**src/rtl/key_sched_ctrl_if.sv**
```systemverilog
// Round-key stream and g-function side channel for the AES-128 key expansion sequencer.
// The slave modport is the sequencer's view; the master modport is the surrounding logic.
interface key_sched_ctrl_if;
   logic         start;
   logic [127:0] key_in;
   logic         busy;
   logic         rk_valid;
   logic         rk_ready;
   logic [3:0]   rk_idx;
   logic [127:0] rk_data;
   logic         done;
   logic [3:0]   g_round_sel;
   logic         g_flag;
   logic [31:0]  g_w_in;
   logic [31:0]  g_out_in;

   modport slave (
      input  start, key_in, rk_ready, g_out_in,
      output busy, rk_valid, rk_idx, rk_data, done, g_round_sel, g_flag, g_w_in
   );

   modport master (
      output start, key_in, rk_ready, g_out_in,
      input  busy, rk_valid, rk_idx, rk_data, done, g_round_sel, g_flag, g_w_in
   );
endinterface

```
**src/rtl/key_sched_ctrl.sv**
```systemverilog
// AES-128 key expansion sequencer: latches the cipher key on start and streams
// round keys 0..10 over valid/ready, using an external g-function (SubWord/RotWord/Rcon).
module key_sched_ctrl #(
   parameter int NUM_ROUNDS = 10
) (
   input logic            clk,
   input logic            rst_n,
   key_sched_ctrl_if.slave bus
);

   if (NUM_ROUNDS != 10) begin : g_num_rounds_check
      $error("key_sched_ctrl supports only AES-128 (NUM_ROUNDS = 10)");
   end

   typedef enum logic [1:0] {
      IDLE = 2'd0,
      EMIT = 2'd1,
      DONE = 2'd2
   } state_t;

   state_t       state;
   state_t       next_state;
   logic [127:0] rk_data_q;
   logic [3:0]   rk_idx_q;
   logic         accept;
   logic         last_key;
   logic [31:0]  w4, w5, w6, w7;

   logic         busy_o;
   logic         rk_valid_o;
   logic         done_o;
   logic [3:0]   g_round_sel_o;
   logic         g_flag_o;

   assign accept   = (state == EMIT) && bus.rk_ready;
   assign last_key = (rk_idx_q == 4'(NUM_ROUNDS));

   // Next round key from the current one; the g-function result closes the loop on word 3.
   assign w4 = rk_data_q[127:96] ^ bus.g_out_in;
   assign w5 = w4 ^ rk_data_q[95:64];
   assign w6 = w5 ^ rk_data_q[63:32];
   assign w7 = w6 ^ rk_data_q[31:0];

   always_ff @(posedge clk or negedge rst_n) begin
      if (!rst_n) begin
         state <= IDLE;
      end else begin
         state <= next_state;
      end
   end

   always_comb begin
      next_state = state;
      unique case (state)
         IDLE:    if (bus.start) next_state = EMIT;
         EMIT:    if (accept && last_key) next_state = DONE;
         DONE:    next_state = IDLE;
         default: next_state = IDLE;
      endcase
   end

   // The key register only moves on load or on a handshake, so it is stable while stalled.
   always_ff @(posedge clk or negedge rst_n) begin
      if (!rst_n) begin
         rk_data_q <= '0;
         rk_idx_q  <= '0;
      end else if ((state == IDLE) && bus.start) begin
         rk_data_q <= bus.key_in;
         rk_idx_q  <= '0;
      end else if (accept && !last_key) begin
         rk_data_q <= {w4, w5, w6, w7};
         rk_idx_q  <= rk_idx_q + 4'd1;
      end
   end

   always_comb begin
      busy_o        = 1'b0;
      rk_valid_o    = 1'b0;
      done_o        = 1'b0;
      g_round_sel_o = 4'd0;
      g_flag_o      = 1'b0;
      unique case (state)
         EMIT: begin
            busy_o     = 1'b1;
            rk_valid_o = 1'b1;
            // Rcon for round idx+1: 01 and 02 come from sel 0 with flag, then sel = round-2.
            unique case (rk_idx_q)
               4'd0: g_round_sel_o = 4'd0;
               4'd1: g_flag_o      = 1'b1;
               4'd2, 4'd3, 4'd4, 4'd5, 4'd6, 4'd7, 4'd8, 4'd9:
                  g_round_sel_o = rk_idx_q - 4'd1;
               default: g_round_sel_o = 4'd0;
            endcase
         end
         DONE:    done_o = 1'b1;
         default: ;
      endcase
   end

   assign bus.busy        = busy_o;
   assign bus.rk_valid    = rk_valid_o;
   assign bus.done        = done_o;
   assign bus.rk_idx      = rk_idx_q;
   assign bus.rk_data     = rk_data_q;
   assign bus.g_round_sel = g_round_sel_o;
   assign bus.g_flag      = g_flag_o;
   assign bus.g_w_in      = rk_data_q[31:0];

endmodule

```
**src/flat_wrapper.sv**
```systemverilog
// flat-port wrapper written by rule: the top's interface ports become plain ports
module key_sched_ctrl_flat 
#(
   parameter int NUM_ROUNDS = 10
)
  (clk, rst_n, bus_start, bus_key_in, bus_rk_ready, bus_g_out_in, bus_busy, bus_rk_valid, bus_rk_idx, bus_rk_data, bus_done, bus_g_round_sel, bus_g_flag, bus_g_w_in);
  key_sched_ctrl_if bus_i ();
  input logic clk;
  input logic rst_n;
  input wire logic [$bits(bus_i.start)-1:0] bus_start;
  input wire logic [$bits(bus_i.key_in)-1:0] bus_key_in;
  input wire logic [$bits(bus_i.rk_ready)-1:0] bus_rk_ready;
  input wire logic [$bits(bus_i.g_out_in)-1:0] bus_g_out_in;
  output wire logic [$bits(bus_i.busy)-1:0] bus_busy;
  output wire logic [$bits(bus_i.rk_valid)-1:0] bus_rk_valid;
  output wire logic [$bits(bus_i.rk_idx)-1:0] bus_rk_idx;
  output wire logic [$bits(bus_i.rk_data)-1:0] bus_rk_data;
  output wire logic [$bits(bus_i.done)-1:0] bus_done;
  output wire logic [$bits(bus_i.g_round_sel)-1:0] bus_g_round_sel;
  output wire logic [$bits(bus_i.g_flag)-1:0] bus_g_flag;
  output wire logic [$bits(bus_i.g_w_in)-1:0] bus_g_w_in;
  assign bus_i.start = bus_start;
  assign bus_i.key_in = bus_key_in;
  assign bus_i.rk_ready = bus_rk_ready;
  assign bus_i.g_out_in = bus_g_out_in;
  assign bus_busy = bus_i.busy;
  assign bus_rk_valid = bus_i.rk_valid;
  assign bus_rk_idx = bus_i.rk_idx;
  assign bus_rk_data = bus_i.rk_data;
  assign bus_done = bus_i.done;
  assign bus_g_round_sel = bus_i.g_round_sel;
  assign bus_g_flag = bus_i.g_flag;
  assign bus_g_w_in = bus_i.g_w_in;
  key_sched_ctrl #(.NUM_ROUNDS(NUM_ROUNDS)) u_core (.clk(clk), .rst_n(rst_n), .bus(bus_i));
endmodule
```
**config.mk**
```make
export PLATFORM = sky130hd
export DESIGN_NAME = key_sched_ctrl_flat
export DESIGN_NICKNAME = d
export VERILOG_FILES = /design/src/rtl/key_sched_ctrl_if.sv /design/src/rtl/key_sched_ctrl.sv /design/src/flat_wrapper.sv
export SDC_FILE = /design/constraint.sdc
export NUM_CORES = 1
export LEC_CHECK = 0
export CAP_MARGIN = 25
export CORE_ASPECT_RATIO = 1.4
export CORE_MARGIN = 1.5
export CORE_UTILIZATION = 30
export CTS_CLUSTER_DIAMETER = 120
export DETAILED_ROUTE_END_ITERATION = 8
export GPL_ROUTABILITY_DRIVEN = 0
export PLACE_DENSITY = 0.68
export RECOVER_POWER = 50
export SETUP_SLACK_MARGIN = 0.3
export SLEW_MARGIN = 30
export SYNTH_ARGS = -nofsm -noshare
export SYNTH_HDL_FRONTEND = slang
export SYNTH_SLANG_ARGS = --single-unit
```
**constraint.sdc**
```tcl
create_clock -name clk -period 2.5 [get_ports clk]
set_input_delay 0.5 -clock clk [delete_from_list [all_inputs] [get_ports clk]]
set_output_delay 0.5 -clock clk [all_outputs]
set_load 0.01 [all_outputs]
```
-- After elaboration in Yosys (flattened, before gate mapping)
Cells that the tools add are included.
- multiplexer cells: 13
- multiply operators: 0
- order comparisons: 0
- equality and inequality tests: 14
- add/subtract/negate cells: 2
- divide/modulo/power cells: 0
- reduce and logical (&&, ||, !) cells: 9
- shift operators: 0
- bitwise operators: 4
- operators by type and width (kind ; number):
    2-to-1 mux 128 bit ; 2
    XOR 32 bit ; 4
    equality test 4 x 3 -> 1 bit (second input constant) ; 4
    2-to-1 mux 4 bit ; 4
    equality test 4 bit (second input constant) ; 3
    equality test 4 x 2 -> 1 bit (second input constant) ; 2
    OR reduction 8 bit ; 1
    adder 4 x 1 -> 4 bit (second input constant) ; 1
    equality test 4 x 1 -> 1 bit (second input constant) ; 1
    logical AND 1 bit ; 4
    2-to-1 mux 1 bit ; 4
    2-to-1 mux 2 bit ; 2
    != test 2 bit (second input constant) ; 2
    one-hot mux 2 bit (2 select lines) ; 1
    subtractor 4 x 1 -> 4 bit (second input constant) ; 1
    equality test 2 x 1 -> 1 bit (second input constant) ; 1
    equality test 2 bit (second input constant) ; 1
    zero test 2 bit ; 1
    AND reduction 2 bit ; 1
    nonzero test 2 bit ; 1
    zero test 1 bit ; 1
- memories: 0
- memory bits (writable): 0
- flip-flop bits (word level): 134
- bits in latches: 0
- ROM bits: 0
- logic and storage cells: 45

-- Depth between registers and ports, before layout
Gate-level depths: netlist (run 1).
- word-level depth: 6
- gate-level depth with buffers: 8
- gate-level depth less buffers: 6

-- Worst setup path after synthesis (run 1)
Ideal clock, no wire load.
- path kind: reg-to-output
- start: reg u_core.rk_idx_q[0] (netlist: u_core.bus.rk_idx[0])
- end: out bus_g_round_sel[2]
- stages on the path, launching flop included: 7
- setup slack: 0.555 ns
- path buffers: 0
- data required time: 2.000 ns
- arrival time: 1.445 ns
- cells stage by stage: dfrtp_1 -> inv_1 -> ha_1 -> mux2i_1 -> a21oi_1 -> o21ai_0 -> nor2_1
- cells in the longest elaborated chain, start to end: 4
- ends and longest elaborated chain (item ; line ; text):
    from (decl) ; key_sched_ctrl.sv:24 ; logic [3:0] rk_idx_q;
    from (signal assigned) ; key_sched_ctrl.sv:72 ; rk_idx_q <= rk_idx_q + 4'd1;
    equality test 4 x 2 -> 1 bit (tied with other cells) ; key_sched_ctrl.sv:87 ; unique case (rk_idx_q)
    OR reduction 8 bit ; key_sched_ctrl.sv:87 ;
    2-to-1 mux 4 bit (*) ; key_sched_ctrl.sv:87 ;
    2-to-1 mux 4 bit (*) ; key_sched_ctrl.sv:82 ; unique case (state)
    to (decl) ; flat_wrapper.sv:19 ; output wire logic [$bits(bus_i.g_round_sel)-1:0] bus_g_round_sel;
Mark *: on every way between the ends. The rest lies on a longest branch, timed or not.

-- Worst setup path after layout (run 1)
- start: reg u_core.rk_idx_q[1] (netlist: u_core.bus.rk_idx[1])
- end: out bus_g_round_sel[3]
The elaborated chain is that of the path after synthesis.

==> results of run 1 <==
[logic make-up after synthesis]
logic type,Yosys count,share of synthesized area (%)
xor gates and xnor gates,100,16.5
muxes,2,0.266
and+or+nand+nor,198,16.3
AOI/OAI and AO/OA,187,16.7
buffers and inverters,85,7.34
DFF,134,42.0
adders and majority gates,6,0.940
[metal layers]
metal | up-vias | part of all wire, % | global-route usage [%] | wire length (um)
met5 | - | 0 | 0 | 0
met4 | 0 | 2.3 | 7.33 | 612
met3 | 37 | 4.8 | 3.98 | 1260
met2 | 215 | 52 | 33.3 | 13600
met1 | 3340 | 41 | 22.5 | 10700
li1 | 3200 | - | - | -
[state kept, by name, summed over array words and instances (netlist names)]
signal              flops
u_core.state            2
u_core.bus.rk_data    128
u_core.bus.rk_idx       4
[worst max-delay path by stage]
| stage | end | slack, ns | cells after the start |
|---|---|---|---|
| floorplan | bus_g_round_sel[2] | 0.55 | 6 |
| global placement | u_core.bus.rk_data[106] | 0.19 | 6 |
| detailed placement | bus_g_round_sel[0] | 0.15 | 8 |
| CTS | bus_g_round_sel[2] | 0.18 | 8 |
| global route | u_core.bus.rk_data[102] | 0.06 | 7 |
| finish | bus_g_round_sel[3] | 0.20 | 7 |
[power by group]
| part | leakage (nW) | internal (mW) | switching, mW | total, mW |
|---|---|---|---|---|
| Combinational | 2.90 | 5.29 | 4.15 | 9.44 |
| Clock | 0.246 | 1.29 | 0.943 | 2.24 |
| Sequential | 1.61 | 3.32 | 1.28 | 4.60 |
[cell type report]
type                       count  share of cell area [%]
clock inverter                 5                   0.233
sequential                   134                    28.5
timing repair buffer         367                    30.4
inverter                       3                   0.138
multi-input combinational    493                    33.3
clock buffer                  24                    4.00
tap                          324                    3.44
[cell usage in the layout, fill, tap and decap left out, types with 3 or more instances in the layout]
master and instances:
xnor3_1 32, buf_12 4, buf_4 14, dlygate4sd2_1 4
a31oi_1 20, nand2_1 36, buf_2 5, clkbuf_16 17
xnor2_1 47, nor3_2 5, o21ai_0 44, nor3b_1 33
clkbuf_1 9, clkinv_2 4, a211oi_1 12, o21ai_1 42
a221o_1 64, nor3_4 4, clkbuf_2 6, nor3_1 37
clkdlybuf4s50_1 293, nor2_1 39, ha_4 4, dlygate4sd3_1 33
dfrtp_1 131, xor2_1 21, dfrtp_2 3, or3_1 20
and3_1 14
[what timing repair did]
| action | 4_1_cts | 5_1_grt |
|---|---|---|
| pin swaps | 3 | 3 |
| setup endpoints to repair | 8 | 13 |
| resized for setup | 34 | 12 |
| setup buffers | 6 | 4 |
| cloned | 0 | 0 |
| hold endpoints to repair | 0 | 0 |
==> metrics.md, run 1 <==
| Metric | Value |
|---|---|
| CTS H-tree depth | `4` |
| Number of fillers in the final layout | `2511` |
| Crit path largest cell delay | `0.49 ns` |
| Crit path max fanout | `6` |
| Area taken by flip-flops and latches | `3360 um2` |
| Remaining antenna violation count | `0` |
| Biggest area contributors in the synthesized netlist | `dfrtp_1 (42%), xnor3_1 (9.0%), a221o_1 (8.0%)` |
| Slowest cell on the critical path | `dfrtp_2` |
| Total power divided by cell area | `1380 nW/um2` |
| Number of enable flip-flop cells after synthesis | `0` |
| Depth of the most critical reg-to-reg path | `7` |
| Die Span X | `141 um` |
| Post-layout worst setup margin | `0.195 ns` |
| Clock tree skew after final layout | `0.0111 ns` |
| Number of iterations in the first detailed-routing pass | `4` |
| Category of the critical setup timing path | `reg2out` |
| Number of placement rows | `70` |
| Combined buffer and inverter count along the critical path | `2` |
| DRT Wirelength | `26200 um` |
| Number of top-level design ports | `336` |
| Leading register cell type out of synthesis | `dfrtp_1` |
| Placed wire-length estimate after detailed placement | `18900 um` |
| Peak supply drop | `0.583 mV` |
| Period utilisation layout | `92.2%` |
| Number of buffers inserted for hold repair after clock tree synthesis | `0` |
| Element type at the critical path end | `output port` |
| Critical path launch point type | `flop` |
| Clk sink count | `134` |
| Vias per Instance | `5.03` |
| CORE AREA | `26100 um2` |
| Most frequent cell after synthesis | `dfrtp_1` |
| Finished Core Util | `45.2%` |
| Arrival time worst endpoint | `1.80 ns` |
| Number of max-cap violations | `1` |
| Area taken by multi-input logic gates | `3930 um2` |
| Final Hold Viols | `0` |
| Number of antenna repair diodes | `0` |
| Final min period | `2.30 ns` |
| Post-synth top area share | `42.0%` |
| Most numerous cell types in the synthesized netlist | `dfrtp_1 (134), a221o_1 (64), xnor2_1 (47)` |
| Fmax achieved | `434 MHz` |
| Initial antenna violation count | `0` |
| Average footprint of a synthesized cell | `11.2 um2` |
| Portion of the post-synthesis area used by sequential elements | `42.0%` |
| Layout cells sized above 1 | `8.48%` |
| Cell area after placement | `11500 um2` |
| TNS Setup | `0 ns` |
| Power, Total | `16.3 mW` |
| Number of global-route vias before repair | `6908` |
| Flops & latches, synth | `134` |
| Final net count | `1186` |
| Synthesized area | `7980 um2` |
| DRC Markers | `0` |
| Cell type contributing the most total cell area after synthesis | `dfrtp_1` |
| Total non-filler cell area in the finished layout | `11800 um2` |
| Warnings from Yosys | `0` |
| Worst-case headroom to the max-slew limit | `-6.18%` |
| Drt first-iter violations | `256` |
| Total via count in the routed design | `6792` |
| Initial core utilization | `30.6%` |
| Largest net degree at the start of global routing | `77` |
| Number of distinct library cells after synthesis | `39` |
| Transition time at the pin with the least slew margin | `1.59 ns` |
| Final setup fails | `0` |
| Required time worst endpoint | `2.00 ns` |
| Synthesized Nets | `882` |
| Synthesized netlist cell count | `712` |
| Clock transition at the register clock pins on the worst setup and hold paths after CTS | `0.06 ns` |
| RSZ-0062 raised after global routing | `yes` |
| Launch point of the critical path | `u_core.bus.rk_idx[1]` |
| Global-route wire length before repair | `39800 um` |
| Leakage power | `4.75 nW` |
| Floorplan die height | `196 um` |
| Relative area change from synthesis to final layout | `47.8%` |
| CTS tree | `yes` |
| Routed wire per std cell | `19.4 um` |
| Maximum clock insertion buffer count | `2` |
| Critical-path cell list | `ha_4 > mux2i_1 > a21oi_1 > o21ai_1 > buf_4 > nor2_1 > buf_2` |
| Crit Reg-Reg Startpoint | `u_core.bus.rk_idx[0]` |
| Placed insts | `1311` |
| All-Layer GR Usage | `18.9%` |
| Post-Route Hold Slack | `0.476 ns` |
| Share of synthesized flip-flops with an asynchronous set or reset | `100%` |
| Register-to-register path setup slack | `0.20 ns` |
| Number of pins with negative max-slew slack in the final report | `61` |
| R2r endpoint | `u_core.bus.rk_data[102]` |
| Clock latency on the worst-skew pair | `0.43 ns` |
| Buffer cell driving the clock tree root | `clkbuf_16` |
| Failing checks | `max-capacitance violations, max-slew violations` |
| Dpl ws | `0.154 ns` |
| Outcome | `finished with violations` |
| Cell class contributing the biggest share of worst-path delay | `flip-flops` |
| Area of the die | `27600 um2` |
| Class of the tightest hold or removal check | `in2async` |
| Non-filler cells, final | `1350` |
| Overflow left after global routing | `0` |
| Port buffer count | `335` |
| TritonCTS buffer count | `17` |
Note: power is estimated with default switching activity, not from simulation.
==> run 2: changes to the inputs <==
Settings changed: CORE_UTILIZATION 30 to 35, PLACE_DENSITY 0.68 to 0.76, SLEW_MARGIN 30 to not set.
==> run 2 against run 1 <==
  * The flow now finishes without violations
  * Hold slack improved by 0.069 ns
  * Critical path depth did not move
  * Global-route usage rose by 3.6 points
  * Non-clock buffer count rose by 17
  * Maximum frequency fell by 0.37%
  * Critical path type unchanged
==> metrics.md, run 2 (synthesis results as in run 1) <==
| Metric | Value |
|---|---|
| Peak supply drop | `0.708 mV` |
| Critical path launch point type | `flop` |
| Routed wire per std cell | `19.8 um` |
| Leakage power | `4.94 nW` |
| Internal power of the cells | `10.1 mW` |
| Dpl ws | `0.108 ns` |
| Overflow left after global routing | `0` |
| Sw frac | `39.3%` |
| Hold Crit Start | `u_core.bus.rk_data[76]` |
| Number of antenna repair diodes | `0` |
| DRC Markers | `0` |
| Layout cells sized above 1 | `11.0%` |
| CTS H-tree depth | `4` |
| Crit path largest cell delay | `0.40 ns` |
| Element type at the critical path end | `output port` |
| Initial antenna violation count | `0` |
| TritonCTS buffer count | `17` |
| Vias per Instance | `5.28` |
| CORE AREA | `22400 um2` |
| Die Span X | `131 um` |
| All-Layer GR Usage | `22.5%` |
| Final Hold Viols | `0` |
| Post-layout worst setup margin | `0.186 ns` |
| Combined buffer and inverter count along the critical path | `2` |
| Placed wire-length estimate after detailed placement | `19100 um` |
| Relative area change from synthesis to final layout | `51.7%` |
| Total via count in the routed design | `7099` |
| Class of the tightest hold or removal check | `reg2reg` |
| Required time worst endpoint | `2.00 ns` |
| Total power divided by cell area | `1380 nW/um2` |
| Most common cell after layout, fill and taps aside | `clkdlybuf4s50_1` |
| Largest net degree at the start of global routing | `57` |
| Register share of total power | `27.4%` |
| Number of max-cap violations | `0` |
| Max reg flops | `128` |
| RSZ-0062 raised after global routing | `yes` |
| Switching power of the nets | `6.57 mW` |
| Clk sink count | `134` |
| Clock transition at the register clock pins on the worst setup and hold paths after CTS | `0.06 ns` |
| Number of top-level design ports | `336` |
| Worst-case headroom to the max-slew limit | `40.0%` |
| Slowest cell on the critical path | `dfrtp_1` |
| Power share of the clock group | `14.1%` |
| Category of the critical setup timing path | `reg2out` |
| Number of placement rows | `65` |
| Remaining antenna violation count | `0` |
| Launch point of the critical path | `u_core.bus.rk_idx[0]` |
| Cell class contributing the biggest share of worst-path delay | `flip-flops` |
| Floorplan die height | `182 um` |
| Area of the die | `23700 um2` |
| Arrival time worst endpoint | `1.81 ns` |
| Period utilisation layout | `92.5%` |
| Crit path max fanout | `4` |
| TNS Setup | `0 ns` |
| Port buffer count | `335` |
| Final min period | `2.31 ns` |
| Final net count | `1203` |
| Most frequent cells in the layout | `clkdlybuf4s50_1 (268), dfrtp_1 (131), a221o_1 (64), dlygate4sd3_1 (58), xnor2_1 (47)` |
| Number of iterations in the first detailed-routing pass | `5` |
| Outcome | `complete, no violations` |
| Buffer cell driving the clock tree root | `clkbuf_16` |
| CTS tree | `yes` |
| Initial core utilization | `35.6%` |
| Number of pins with negative max-slew slack in the final report | `0` |
| Final setup fails | `0` |
| Global-route wire length before repair | `40400 um` |
| Maximum clock insertion buffer count | `2` |
| Critical-path cell list | `inv_2 > ha_1 > mux2i_2 > a21oi_2 > o21ai_2 > nor2_1 > buf_2` |
| Crit Reg-Reg Startpoint | `u_core.state[0]` |
| Clock latency on the worst-skew pair | `0.43 ns` |
| Transition time at the pin with the least slew margin | `0.900 ns` |
| DRT Wirelength | `26600 um` |
| Number of global-route vias before repair | `7219` |
| Register-to-register path setup slack | `0.23 ns` |
| Combinational power share | `58.5%` |
| Clock tree skew after final layout | `0.0119 ns` |
| Number of fillers in the final layout | `1984` |
| Drt first-iter violations | `314` |
| Fmax achieved | `432 MHz` |
## run 2: cell types whose count changed in the layout (fill, tap and decap cells not counted), sizes merged
cell and change:
clkdlybuf4s25 +2, clkinvlp -1, buf +20, clkdlybuf4s50 -25, clkbuf -2, dlygate4sd2 -3, dlymetal6s2s +1, dlygate4sd3 +25
## run 2: routing by layer
metal  global-route usage, %  part of all wire, %
met1                    27.0                   39
met2                    38.8                   53
met3                    4.66                  5.8
met4                    9.49                  2.9
met5                       0                    0
## run 2: metrics by stage
step / hold WS [ns] / util (%) / instances / cell area, um2 / power (mW)
floorplan: 0.204 / - / 712 / 7980 / 10.3
global placement: 0.422 / 51.4 / 1299 / 11500 / 14.2
detailed placement: 0.417 / 51.4 / 1299 / 11500 / 14.5
CTS: 0.521 / 54.4 / 1341 / 12200 / 17.0
global route: 0.555 / 53.9 / 1344 / 12100 / 17.8
finish: 0.545 / 53.9 / 1344 / 12100 / 16.7
## run 2: repair_timing
action | in CTS | in global routing
endpoints found under the hold margin | 31 | 0
buffers inserted | 12 | 3
gates resized for setup | 35 | 7
setup endpoints to repair | 8 | 17
hold buffers | 1 | 0
pin swaps | 4 | 1
## run 2: final timing paths
kind                                                to  cells past startpoint
worst max-delay path                bus_g_round_sel[1]                      7
worst min-delay path            u_core.bus.rk_data[76]                      1
worst max register to register  u_core.bus.rk_data[25]                      6
worst min register to register  u_core.bus.rk_data[76]                      1
max in group asynchronous       u_core.bus.rk_data[49]                      3
min in group asynchronous       u_core.bus.rk_data[96]                      2
## run 2: area by class of cell
class / instances / area, um2 / share of cell area, %
Clock buffer: 25 / 515 / 4.26
Clock inverter: 4 / 20.0 / 0.165
Inverter: 3 / 11.3 / 0.0930
Multi-Input combinational cell: 493 / 4020 / 33.2
Sequential cell: 134 / 3360 / 27.7
Tap cell: 301 / 377 / 3.11
Timing Repair Buffer: 384 / 3810 / 31.5
## run 2: power by group through the flow
stage	Clock [mW]	Sequential, mW	Combinational, mW
finish	2.36	4.58	9.77
global route	2.48	4.75	10.6
CTS	2.40	4.58	10.1
global placement	0	4.54	9.65
detailed placement	0	4.60	9.89
floorplan	0	4.85	5.43
